--- src/rtl/mem_wb_stage.sv ---
// Memory stage: drives the data-memory port and registers results into M/WB; non-loads take 1 cycle, loads DMEM_LAT+1.
// Backpressure: stall_M holds EX/M and earlier stages while a load is outstanding; stall_M never depends on dmem_rdata.
module mem_wb_stage #(
  parameter int DATA_W   = 64,
  parameter int ADDR_W   = 8,
  parameter int DMEM_LAT = 2
) (
  input  logic              clk,
  input  logic              rst,
  input  logic              NOOP_M,
  input  logic              LW_M,
  input  logic              SW_M,
  input  logic              WME_M,
  input  logic              WRE_M,
  input  logic [DATA_W-1:0] ALU_result_M,
  input  logic [DATA_W-1:0] rt_data_M,
  input  logic [4:0]        rt_M,
  output logic [ADDR_W-1:0] dmem_addr,
  output logic [DATA_W-1:0] dmem_wdata,
  output logic              dmem_we,
  output logic              dmem_re,
  input  logic [DATA_W-1:0] dmem_rdata,
  output logic              stall_M,
  output logic              valid_WB,
  output logic              WRE_WB,
  output logic              LW_WB,
  output logic [4:0]        rt_WB,
  output logic [DATA_W-1:0] wb_data_WB
);

  typedef enum logic [1:0] {
    IDLE = 2'd0,
    WAIT = 2'd1,
    DONE = 2'd2
  } state_t;

  localparam logic [2:0] CNT_INIT = 3'(DMEM_LAT - 1);
  localparam state_t     LD_NEXT  = (DMEM_LAT > 1) ? WAIT : DONE;

  state_t              state_q, state_d;
  logic [2:0]          cnt_q, cnt_d;
  logic                valid_q, valid_d;
  logic                wre_q, wre_d;
  logic                lw_q, lw_d;
  logic [4:0]          rt_q, rt_d;
  logic [DATA_W-1:0]   data_q, data_d;

  logic act;
  logic ld_m;
  logic idle;

  assign act  = ~NOOP_M & (LW_M | SW_M | WRE_M);
  assign ld_m = LW_M & ~NOOP_M;
  assign idle = (state_q == IDLE);

  assign dmem_addr  = ALU_result_M[ADDR_W-1:0];
  assign dmem_wdata = rt_data_M;

  // Strobes only fire from IDLE so a held load is never re-issued; rst gating drops them during reset.
  assign dmem_we = rst & idle & SW_M & WME_M & ~NOOP_M & ~LW_M;
  assign dmem_re = rst & idle & ld_m;
  assign stall_M = rst & ((idle & ld_m) | (state_q == WAIT));

  assign valid_WB   = valid_q;
  assign WRE_WB     = wre_q;
  assign LW_WB      = lw_q;
  assign rt_WB      = rt_q;
  assign wb_data_WB = data_q;

  always_comb begin
    state_d = state_q;
    cnt_d   = cnt_q;
    valid_d = 1'b0;
    wre_d   = 1'b0;
    lw_d    = 1'b0;
    rt_d    = rt_q;
    data_d  = data_q;
    case (state_q)
      IDLE: begin
        if (ld_m) begin
          state_d = LD_NEXT;
          cnt_d   = CNT_INIT;
        end else begin
          valid_d = act;
          wre_d   = WRE_M & ~NOOP_M;
          rt_d    = rt_M;
          data_d  = ALU_result_M;
        end
      end
      WAIT: begin
        cnt_d = cnt_q - 3'd1;
        if (cnt_q <= 3'd1) state_d = DONE;
      end
      DONE: begin
        valid_d = 1'b1;
        wre_d   = WRE_M;
        lw_d    = 1'b1;
        rt_d    = rt_M;
        data_d  = dmem_rdata;
        state_d = IDLE;
      end
      default: state_d = IDLE;
    endcase
  end

  always_ff @(posedge clk or negedge rst) begin
    if (!rst) begin
      state_q <= IDLE;
      cnt_q   <= 3'd0;
      valid_q <= 1'b0;
      wre_q   <= 1'b0;
      lw_q    <= 1'b0;
      rt_q    <= 5'd0;
      data_q  <= '0;
    end else begin
      state_q <= state_d;
      cnt_q   <= cnt_d;
      valid_q <= valid_d;
      wre_q   <= wre_d;
      lw_q    <= lw_d;
      rt_q    <= rt_d;
      data_q  <= data_d;
    end
  end

endmodule

--- config.mk ---
export PLATFORM = sky130hd
export DESIGN_NAME = mem_wb_stage
export DESIGN_NICKNAME = d
export VERILOG_FILES = /design/src/rtl/mem_wb_stage.sv
export SDC_FILE = /design/constraint.sdc
export NUM_CORES = 1
export LEC_CHECK = 0
export BUFFER_PORTS_ARGS = -buffer_cell sky130_fd_sc_hd__buf_2
export CORE_AREA = 2 2 136 138
export DETAILED_ROUTE_END_ITERATION = 10
export DIE_AREA = 0 0 138 140
export GPL_TIMING_DRIVEN = 0
export HOLD_SLACK_MARGIN = 0.02
export PLACE_DENSITY_LB_ADDON = 0.2
export SLEW_MARGIN = 25
export SYNTH_ARGS = -nofsm -noshare
export SYNTH_HDL_FRONTEND = slang
export SYNTH_SLANG_ARGS = --single-unit
--- constraint.sdc ---
create_clock -name clk -period 1.78 [get_ports clk]
set_input_delay 0.178 -clock clk [delete_from_list [all_inputs] [get_ports clk]]
set_output_delay 0.178 -clock clk [all_outputs]
set_load 0.01 [all_outputs]
Word level (Yosys, flattened, before mapping)

Cells that the tools add are included.

Flip-flop bits (word level): 77
Input port bits: 204
Output and inout bits: 147
Word-level logic and storage cells: 50

Add/sub/neg operators: 1
Magnitude comparators: 1
Equality and inequality tests: 5
Mux-type cells: 14
Bitwise logic cells: 16
Reduce and logical (&&, ||, !) cells: 6

Operator list:

| operator            | number |
|---|---|
| $pmux 64 s2         | 1 |
| $mux 64             | 1 |
| $and 1x1->1         | 11 |
| $pmux 5 s2          | 1 |
| $pmux 3 s2          | 1 |
| $reduce_and 2->1    | 3 |
| $mux 5              | 1 |
| $mux 2              | 2 |
| $ne 2x2->1 const B  | 2 |
| $pmux 1 s2          | 2 |
| $pmux 2 s2          | 1 |
| $reduce_bool 2->1   | 2 |
| $le 3x1->1 const B  | 1 |
| $mux 1              | 3 |
| $mux 3              | 1 |
| $or 1x1->1          | 3 |
| $sub 3x1->3 const B | 1 |
| $eq 2x1->1 const B  | 1 |
| $eq 2x2->1 const B  | 1 |
| $logic_not 2->1     | 1 |
| $ne 2x1->1 const B  | 1 |
| $not 1->1           | 2 |

Logic depth before layout (Yosys ltp)

Gate-level depths: netlist (run 1).

Depth after elaboration: 6
Gate-level depth with buffers: 5
Depth with buffers taken out: 5

Least setup slack after synthesis (run 1)

OpenSTA, ideal clock, no wires.

Path kind: register to register
Start: reg state_q[0]
End: reg data_q[13], in the netlist wb_data_WB[13]
Library setup time: 125 ps
Data arrival time: 1362 ps
Data required time: 1655 ps
Path slack: 293 ps
Stages on the path, launching flop included: 6
Buffers on the path: 2
Clock period less this slack: 1487 ps
Path through: dfrtp_1 nor2b_4 buf_6 buf_12 mux2_4 mux2_4

Cells in the longest elaborated chain, start to end: 3
Elaborated cells on any way between the ends: 6
Classes of those cells: eq/ne: 2; mux: 1; reduce/logical: 3

RTL lines:

| element                                                          | RTL line | text |
|---|---|---|
| start: declaration                                               | 40       | `state_t state_q, state_d;` |
| start signal: assignment                                         | 116      | `state_q <= state_d;` |
| $eq 2x2->1 / $logic_not 2->1 (equally long branches)             | 78       | `case (state_q)` |
| $reduce_bool 2->1 (no line) / $ne 2x2->1 (equally long branches) | --       |  |
| $reduce_and 2->1 (no line)                                       | --       |  |
| end signal: assignment                                           | 122      | `data_q <= data_d;` |
| end: declaration                                                 | 46       | `logic [DATA_W-1:0] data_q, data_d;` |

Parallel ways exist; a longest one is shown, timed or not.
A chain may end at the register's enable or synchronous reset.

Worst setup path in the final report (run 1)

Start: reg state_q[1]
End: reg data_q[61], in the netlist wb_data_WB[61]

The elaborated chain is that of the path after synthesis.

==> metrics.yaml, run 1 <==
clock_network:
  ctsRootBufferMaster: "clkbuf_16"
  numCtsBuffers: 9
  cts_max_level: 3
  clock-sinks: 77
  clk_latency_ns: 0.34
  cts_buffer_depth: 2
  cts_tree: "yes"
  cts.clk_slew.worst_paths_ns: 0.06
yosys:
  synth_top_family_by_area: "multiplexers"
  synth_compound_area_frac: 0.01727
  synth_edf_count: 0
  yosysMostFrequentCell: "mux2_4"
  synthArstFlopShare: 1.000
  netlist_top_cells_count: "mux2_4, dfrtp_1, buf_4"
  synth_flop_cell: "dfrtp_1"
  syn_inst: 329
  syn-num-nets: 535
  yosysTopAreaCell: "dfrtp_1"
  synthMuxAreaShare: 0.3877
  synthSimpleGateAreaFrac: 0.01889
  yosys-top-cells-area: "dfrtp_1, mux2_4, mux2_2"
  synth_top_cell_area_share: 0.4155
  ys.warnings.count: 0
  avgSynthCellArea_um2: 14.09
  synth_cell_types: 25
  syn_area_mm2: 0.004637
  synth_seq_cells: 77
  yosysSeqAreaShare: 0.4155
  yosys.area_share.adder: 0.005397
  synth_xor_area_frac: 0
sta:
  setup_viol: 0
  skew_ns: 0.004258
  drv_slew: 0
  slew_headroom: 0.7008
  fmaxAchievable_mhz: 600.9
  worst_pin_slew_ns: 0.4441
  min_period_over_period: 0.9350
  setup_tns_ns: 0
  min_period_ns: 1.664
  grt_setup_unrepaired: "false"
  final_hold_viol_count: 0
floorplan:
  rows: 49
  dieArea_mm2: 0.01932
  io_pins: 351
  start_util: 0.2608
  fp.dieH_um: 140
  fp.dieW_um: 138
  fp.coreArea_mm2: 0.01778
cells_and_area:
  antenna_cells: 0
  area_delta_synth_final_pct: 46.60
  seq_area_mm2: 0.001927
  multi_input_area_mm2: 0.002001
  drive_gt1_frac: 0.8359
  fin_nets: 841
  nFillCells: 1780
  finalInstanceArea_mm2: 0.006798
place:
  gp_congestion: 0.7888
  placed_cell_area_mm2: 0.006377
  hpwl_mm: 9.861
  numPortBuffers: 286
min_path:
  hold_path.class: "input port to flip-flop"
global_routing:
  antenna_found_initial: 0
  grt.overflow.total: 0
  grt_use_total: 0.1278
  grt_first_pass_wirelength_mm: 19.47
  grt_pass1_vias: 3671
  grt_max_degree: 40
pwr:
  leakage_uw: 0.003573
  ir_drop_mv: 0.6279
  power.density_mw_per_mm2: 1510
  total_power_uw: 10260
worst_setup_path:
  critical_path_class: "flip-flop to flip-flop"
  crit_path_start_kind: "flip-flop"
  crit_required_ns: 2.00
  cp.arrival_ns: 1.88
  worst_setup_path_end_kind: "flip-flop"
  worstPathMaxFanout: 10
drt:
  drt_pass1_iterations: 4
  vias: 3532
  drt-wirelength-per-cell_um: 14.60
  ant_nets: 0
  wirelength_mm: 12.68
  first_iter_violations: 54
  drc: 0
  via_per_inst: 4.064
job:
  cap_violations: 0
outcome:
  outcome: "completed"
==> critical path, stage by stage (launching register included) <==
cell and delay (ns):
dfrtp_1 0.39, nor2b_4 0.18, buf_6 0.23, buf_12 0.18, mux2_4 0.31, mux2_4 0.26
==> placed cells by master (no fill, tap or decap), types with 2 or more instances in the layout <==
| cell type | instances |
|---|---|
| buf_12 | 8 |
| buf_2 | 288 |
| buf_4 | 80 |
| buf_6 | 4 |
| clkbuf_16 | 9 |
| clkinv_2 | 2 |
| clkinvlp_4 | 3 |
| dfrtp_1 | 77 |
| dlygate4sd3_1 | 2 |
| ha_1 | 2 |
| inv_1 | 4 |
| mux2_2 | 53 |
| mux2_4 | 80 |
| nand2_1 | 4 |
| nor2_1 | 3 |
| o21ai_0 | 5 |
==> where the power goes <==
part | switching, uW | internal (uW)
clock network | 739 | 1120
logic | 2270 | 3060
registers | 442 | 2640
==> path summary, 6_finish.rpt <==
| kind | startpoint | end | slack (ns) | depth (start not counted) |
|---|---|---|---|---|
| max in group asynchronous | rst | wb_data_WB[33]$_DFFE_PN0P_ | 0.51 | 5 |
| min in group asynchronous | rst | wb_data_WB[62]$_DFFE_PN0P_ | 0.48 | 4 |
| worst min-delay path | WRE_M | WRE_WB$_DFF_PN0_ | 0.07 | 2 |
| worst min register to register | rt_WB[2]$_DFFE_PN0P_ | rt_WB[2]$_DFFE_PN0P_ | 0.50 | 1 |
| worst max register to register | state_q[1]$_DFFE_PN0P_ | wb_data_WB[61]$_DFFE_PN0P_ | 0.12 | 5 |
| worst max-delay path | state_q[1]$_DFFE_PN0P_ | wb_data_WB[61]$_DFFE_PN0P_ | 0.12 | 5 |
==> cell families after synthesis <==
kind of cell | after synthesis
compound gates | 11
fa+ha+maj | 2
buf+inv | 91
flops | 77
mux | 133
simple gates | 15
==> layer usage <==
layer | GRT usage | share of wire | wire [um]
met3 | 0.04718 | 0.083 | 1055
met2 | 0.2348 | 0.52 | 6644
met4 | 0.02846 | 0.0079 | 100
met5 | 0 | 0 | 0
met1 | 0.1410 | 0.38 | 4883
==> cell type report <==
| cell class | count | share of cell area |
|---|---|---|
| multi-input cells | 161 | 0.2943 |
| flip-flops and latches | 77 | 0.2835 |
| repair buffers | 295 | 0.2290 |
| plain buffers | 87 | 0.1045 |
| well taps | 229 | 0.04215 |
| clock buffers | 10 | 0.03516 |
| clock inverters | 6 | 0.009203 |
| inverters | 4 | 0.002209 |
==> sequential cells by signal, summed over array words and instances (netlist names) <==
signal	count
wb_data_WB	64
rt_WB	5
cnt_q	3
state_q	2
LW_WB	1
WRE_WB	1
valid_WB	1
==> through the flow <==
step	std cells	hold slack [ns]	utilization	setup slack (ns)
detailed placement	845	0.2052	0.3587	-0.06371
CTS	868	0.04445	0.3814	0.0008422
global route	869	0.05018	0.3823	0.02519
finish	869	0.06600	0.3823	0.1157
floorplan	329	-0.1176	-	0.2926
global placement	844	0.4072	0.3574	-0.7255
==> timing repair <==
| action | 4_1_cts | 5_1_grt |
|---|---|---|
| setup buffers | 2 | 1 |
| resized for setup | 2 | 2 |
| hold endpoints to repair | 38 | 0 |
| endpoints found under the setup margin | 18 | 1 |
| cloned | 0 | 0 |
| pin swaps | 0 | 1 |
| hold buffers | 5 | 0 |
Note: power is estimated with default switching activity, not from simulation.
==> inputs of run 2 (changes only) <==
--- a/config.mk
+++ b/config.mk
@@ -5,10 +5,11 @@
 export SDC_FILE = /design/constraint.sdc
 export NUM_CORES = 1
 export LEC_CHECK = 0
+export ABC_AREA = 1
 export BUFFER_PORTS_ARGS = -buffer_cell sky130_fd_sc_hd__buf_2
-export CORE_AREA = 2 2 136 138
+export CORE_AREA = 2 2 135 137
 export DETAILED_ROUTE_END_ITERATION = 10
-export DIE_AREA = 0 0 138 140
+export DIE_AREA = 0 0 137 139
 export GPL_TIMING_DRIVEN = 0
 export HOLD_SLACK_MARGIN = 0.02
 export PLACE_DENSITY_LB_ADDON = 0.2
==> run 2 against run 1 <==
Via count grew 40%. Highest routed layer unchanged. Global-route usage grew 3.1 points. Worst setup slack lost 0.021 ns. Largest power group unchanged. Final cell count grew 34%. First-iteration DRC count grew to 3.1 times the previous value. Maximum frequency shrank 1.2%. Total power shrank 3.4%. Largest cell class unchanged.
==> metrics.yaml, run 2 <==
worst_setup_path:
  cp_num_buf_inv: 2
  crit_required_ns: 1.60
  cpPeakStageDelay_ns: 0.42
  cp.arrival_ns: 1.51
  worstPathMaxFanout: 19
  worst_setup_path_end_kind: "output port"
  critical_path_class: "flip-flop to output port"
  rr_worst_depth: 6
  reg2reg_slack_ns: 0.26
  crit_family: "flip-flops"
  crit_path_start_kind: "flip-flop"
  reg2reg_to: "wb_data_WB[51]$_DFFE_PN0P_"
  worst_path_max_delay_cell: "dfrtp_1"
  r2r-start: "state_q[1]$_DFFE_PN0P_"
  crit_path_cell_trace: "nor2_2, nand2_2, buf_6, a21oi_1, buf_2"
clock_network:
  clock-sinks: 77
  cts_setup_buffers: 0
  clk_latency_ns: 0.34
  ctsRootBufferMaster: "clkbuf_16"
  cts.clk_slew.worst_paths_ns: 0.06
  numCtsBuffers: 9
  cts_buffer_depth: 2
  cts_tree: "yes"
  cts_max_level: 3
drt:
  ant_nets: 0
  drc: 0
  via_per_inst: 4.235
  vias: 4934
  drt-wirelength-per-cell_um: 13.30
  drt_pass1_iterations: 4
  wirelength_mm: 15.50
  first_iter_violations: 167
sta:
  min_period_ns: 1.685
  min_period_over_period: 0.9465
  setup_viol: 0
  grt_setup_unrepaired: "false"
  setup_ws_ns: 0.09522
  worst_pin_slew_ns: 0.5254
  slew_headroom: 0.6497
  skew_ns: 0.004026
  drv_slew: 0
  setup_tns_ns: 0
  fmaxAchievable_mhz: 593.5
  final_hold_viol_count: 0
job:
  cap_violations: 0
min_path:
  min_from: "rt_M[0]"
  hold_path_end: "rt_WB[0]$_DFFE_PN0P_"
  hold_path_depth: 3
  hold_path.class: "input port to flip-flop"
global_routing:
  grt_max_degree: 51
  grt_first_pass_wirelength_mm: 23.66
  grt_pass1_vias: 4702
  antenna_found_initial: 0
  grt_use_total: 0.1589
  grt.overflow.total: 0
floorplan:
  fp.coreArea_mm2: 0.01766
  fp.dieW_um: 137
  io_pins: 351
  start_util: 0.2579
  rows: 49
  fp.dieH_um: 139
  dieArea_mm2: 0.01904
pwr:
  p_comb_frac: 0.503
  ir_drop_mv: 0.6334
  total_power_uw: 9916
  leakage_uw: 0.004002
  netSwitchingFraction: 0.4330
  power.density_mw_per_mm2: 1495
  p_int_uw: 5622
  seq_power_share: 0.309
  switchingPower_uw: 4294
  p_clk_frac: 0.188
yosys:
  synth_flop_cell: "dfrtp_1"
  yosys-top-cells-area: "dfrtp_1, nand2_1, nand3_1"
  synth_top_cell_area_share: 0.4232
  syn_inst: 633
  synth_seq_cells: 77
  synth_edf_count: 0
  ys.warnings.count: 0
  yosysMostFrequentCell: "nand2_1"
  synth_cell_types: 17
  netlist_top_cells_count: "nand2_1, nand3_1, dfrtp_1"
  avgSynthCellArea_um2: 7.193
  syn-num-nets: 839
  syn_area_mm2: 0.004553
  yosysTopAreaCell: "dfrtp_1"
  yosysSeqAreaShare: 0.4232
  synthArstFlopShare: 1.000
cells_and_area:
  nFillCells: 1942
  layout_common_cells: "buf_2, nand2_1, nand3_1, dfrtp_1, buf_4"
  final_common_cell: "buf_2"
  drive_gt1_frac: 0.4466
  antenna_cells: 0
  fin_cells: 1165
  area_delta_synth_final_pct: 45.67
  fin_nets: 1137
  largest_reg_flops: 64
place:
  gp_congestion: 0.7472
  hpwl_mm: 12.01
  numPortBuffers: 286
  dpl.cell_count: 1149
  pre_cts_ws_ns: 0.1630
outcome:
  outcome: "completed"
==> run 2: cell families after synthesis <==
logic type | after synthesis | synth area share
simple gates | 426 | 0.3899
buf+inv | 123 | 0.1748
flops | 77 | 0.4232
compound gates | 5 | 0.006595
fa+ha+maj | 2 | 0.005495
==> run 2: area by class of cell <==
type                    instances  area [um^2]  share of cell area
clock inverters                 6        62.56            0.009432
repair buffers                288         1475              0.2224
multi-input cells             433         1843              0.2779
plain buffers                 115        773.2              0.1166
well taps                     229        286.5             0.04320
flip-flops and latches         77         1927              0.2905
inverters                       7        26.28            0.003962
clock buffers                  10        239.0             0.03603
==> run 2: worst max-delay path by stage <==
stage          cells past startpoint      end              startpoint
6_report                           5  stall_M  state_q[1]$_DFFE_PN0P_
5_1_grt                            5  stall_M  state_q[1]$_DFFE_PN0P_
4_1_cts                            5  stall_M  state_q[1]$_DFFE_PN0P_
3_5_place_dp                       6  stall_M  state_q[1]$_DFFE_PN0P_
3_3_place_gp                       4  stall_M                     rst
2_1_floorplan                      5  stall_M  state_q[1]$_DFFE_PN0P_
==> run 2: routing by layer <==
metal  vias up  part of all wire  GRT usage
met2       200              0.49     0.2726
met3        19             0.067    0.02997
met1      2184              0.43     0.1969
met5         -                 0          0
met4         0             0.018    0.05697
li1       2531                 -          -
==> run 2: stage by stage <==
stage               utilization  hold slack [ns]  cell area (um^2)
detailed placement       0.3571          0.08004              6305
finish                   0.3756          0.06700              6633
global placement         0.3552           0.4125              6271
CTS                      0.3754          0.05126              6628
global route             0.3756          0.04923              6633
floorplan                     -          -0.1176              4553
==> run 2: worst reg2reg max path: cells and delay by family (launching register included) <==
kind          cells  cell delay, ns
simple gates      5            0.59
buf+inv           1            0.46
flops             1            0.42
==> run 2: power by group through the flow <==
stage | clock (uW) | sequential (uW) | combinational, uW
after floorplan | 0 | 3470 | 2600
after CTS | 1940 | 3060 | 5120
after detailed placement | 0 | 3080 | 5090
after global placement | 0 | 3060 | 5060
after global routing | 2020 | 3160 | 5660
final | 1860 | 3060 | 4990
==> run 2: what timing repair did <==
action,in CTS,in global routing
hold endpoints to repair,27,0
endpoints found under the setup margin,2,1
gates resized for setup,7,1
pin swaps,1,0
hold buffers,1,0
==> inputs of run 3 (changes only) <==
==> constraint.sdc (replaced) <==
create_clock -name clk -period 1.78 [get_ports clk]
set_input_delay 0.089 -clock clk [delete_from_list [all_inputs] [get_ports clk]]
set_output_delay 0.089 -clock clk [all_outputs]
set_load 0.01 [all_outputs]
==> run 3 against run 2 <==
Clock power about the same. Cell area increased by 0.83%. Clock skew about the same. Register-to-register slack about the same. Clock-buffer cell count unchanged. First-iteration DRC count decreased by 17%. Worst hold slack got worse by 0.011 ns. Sequential cell count unchanged. Largest power group unchanged. Maximum frequency increased by 3.9%. Worst setup slack improved by 0.063 ns.
==> metrics.yaml, run 3 (synthesis gave the netlist of run 2 again) <==
place:
  gp_congestion: 0.7472
  pre_cts_ws_ns: 0.1750
  hpwl_mm: 12.01
  placed_cell_area_mm2: 0.006305
  numPortBuffers: 286
pwr:
  power.density_mw_per_mm2: 1482
  ir_drop_mv: 0.6294
  total_power_uw: 9913
  leakage_uw: 0.004026
floorplan:
  fp.dieH_um: 139
  fp.coreArea_mm2: 0.01766
  io_pins: 351
  fp.dieW_um: 137
  rows: 49
  start_util: 0.2579
  dieArea_mm2: 0.01904
sta:
  drv_slew: 0
  slew_headroom: 0.6453
  grt_setup_unrepaired: "false"
  setup_ws_ns: 0.1584
  worst_pin_slew_ns: 0.5320
  fmaxAchievable_mhz: 616.7
  setup_tns_ns: 0
  min_period_ns: 1.622
  min_period_over_period: 0.9110
  setup_viol: 0
  skew_ns: 0.004335
  final_hold_viol_count: 0
cells_and_area:
  utilization: 0.3788
  antenna_cells: 0
  area_delta_synth_final_pct: 46.88
  largest_reg_flops: 64
  layout_common_cells: "buf_2, nand2_1, nand3_1, dfrtp_1, buf_4"
  final_common_cell: "buf_2"
  finalInstanceArea_mm2: 0.006688
  fin_nets: 1143
  drive_gt1_frac: 0.4437
worst_setup_path:
  crit_path_start_kind: "flip-flop"
  cp_num_buf_inv: 3
  cp.arrival_ns: 1.53
  worst_path_max_delay_cell: "dfrtp_1"
  crit_required_ns: 1.69
  crit_family: "buffers and inverters"
  cpPeakStageDelay_ns: 0.42
  crit_path_cell_trace: "buf_4, nor2_2, inv_2, a21oi_1, buf_2"
  worstPathMaxFanout: 10
  worst_setup_path_end_kind: "output port"
  reg2reg_slack_ns: 0.26
  critical_path_class: "flip-flop to output port"
global_routing:
  grt_first_pass_wirelength_mm: 23.78
  grt_max_degree: 51
  grt_use_total: 0.1595
  grt_pass1_vias: 4740
  antenna_found_initial: 0
  grt.overflow.total: 0
outcome:
  outcome: "completed"
drt:
  via_per_inst: 4.234
  drt_pass1_iterations: 4
  ant_nets: 0
  vias: 4958
  first_iter_violations: 139
  wirelength_mm: 15.53
  drt-wirelength-per-cell_um: 13.26
  drc: 0
clock_network:
  cts.clk_slew.worst_paths_ns: 0.06
  ctsRootBufferMaster: "clkbuf_16"
  clock-sinks: 77
  cts_max_level: 3
  cts_setup_buffers: 0
  cts_tree: "yes"
  cts_buffer_depth: 2
  clk_latency_ns: 0.34
  numCtsBuffers: 9
min_path:
  hold_path.class: "input port to flip-flop"
job:
  cap_violations: 0
## run 3: cell count changes in the layout (fill, tap and decap cells not counted), sizes merged
cell         previous run  this run
dlygate4sd3             1         7
## run 3: repair_timing
item,in CTS,in global routing
endpoints found under the setup margin,2,1
endpoints found under the hold margin,83,0
resized for setup,5,2
hold buffers,7,0
pin swaps,1,0
## run 3: worst register-to-register path, stage by stage, from the launching register on
cell,delay (ns)
dfrtp_1,0.42
nand2_1,0.24
clkbuf_1,0.46
nand2_1,0.12
nand2_1,0.10
nand3_1,0.07
nand2_1,0.06
## run 3: worst paths after layout
check,cells past startpoint,from,end
hold reg to reg,2,rt_WB[0]$_DFFE_PN0P_,rt_WB[0]$_DFFE_PN0P_
setup reg to reg,6,state_q[1]$_DFFE_PN0P_,wb_data_WB[51]$_DFFE_PN0P_
hold / removal,5,ALU_result_M[24],wb_data_WB[24]$_DFFE_PN0P_
max in group asynchronous,3,rst,wb_data_WB[51]$_DFFE_PN0P_
setup / recovery,5,state_q[1]$_DFFE_PN0P_,stall_M
min in group asynchronous,2,rst,rt_WB[2]$_DFFE_PN0P_
## run 3: per-stage QoR
stage,cells,hold slack [ns]
global placement,1148,0.3235
detailed placement,1149,-0.008963
floorplan,633,-0.2066
finish,1171,0.05647
CTS,1171,0.04311
global route,1171,0.06592
## run 3: area by class of cell
type                    count  area, um^2
clock inverters             6       62.56
fillers                  1937       10970
inverters                   7       26.28
clock buffers              10       239.0
well taps                 229       286.5
repair buffers            294        1535
multi-input cells         433        1838
plain buffers             115       773.2
flip-flops and latches     77        1927
## run 3: routing by layer
layer  part of all wire  wire [um]  global-route usage
met1               0.43       6626              0.1976
met2               0.49       7567              0.2736
met3              0.069       1068             0.02997
met4              0.017        269             0.05751
met5                  0          0                   0
## run 3: where the power goes
group	switching, uW	total, uW	internal, uW	leakage (uW)
logic	3100	4990	1890	0.00294
registers	439	3060	2620	0.000941
clock network	746	1860	1120	0.000140
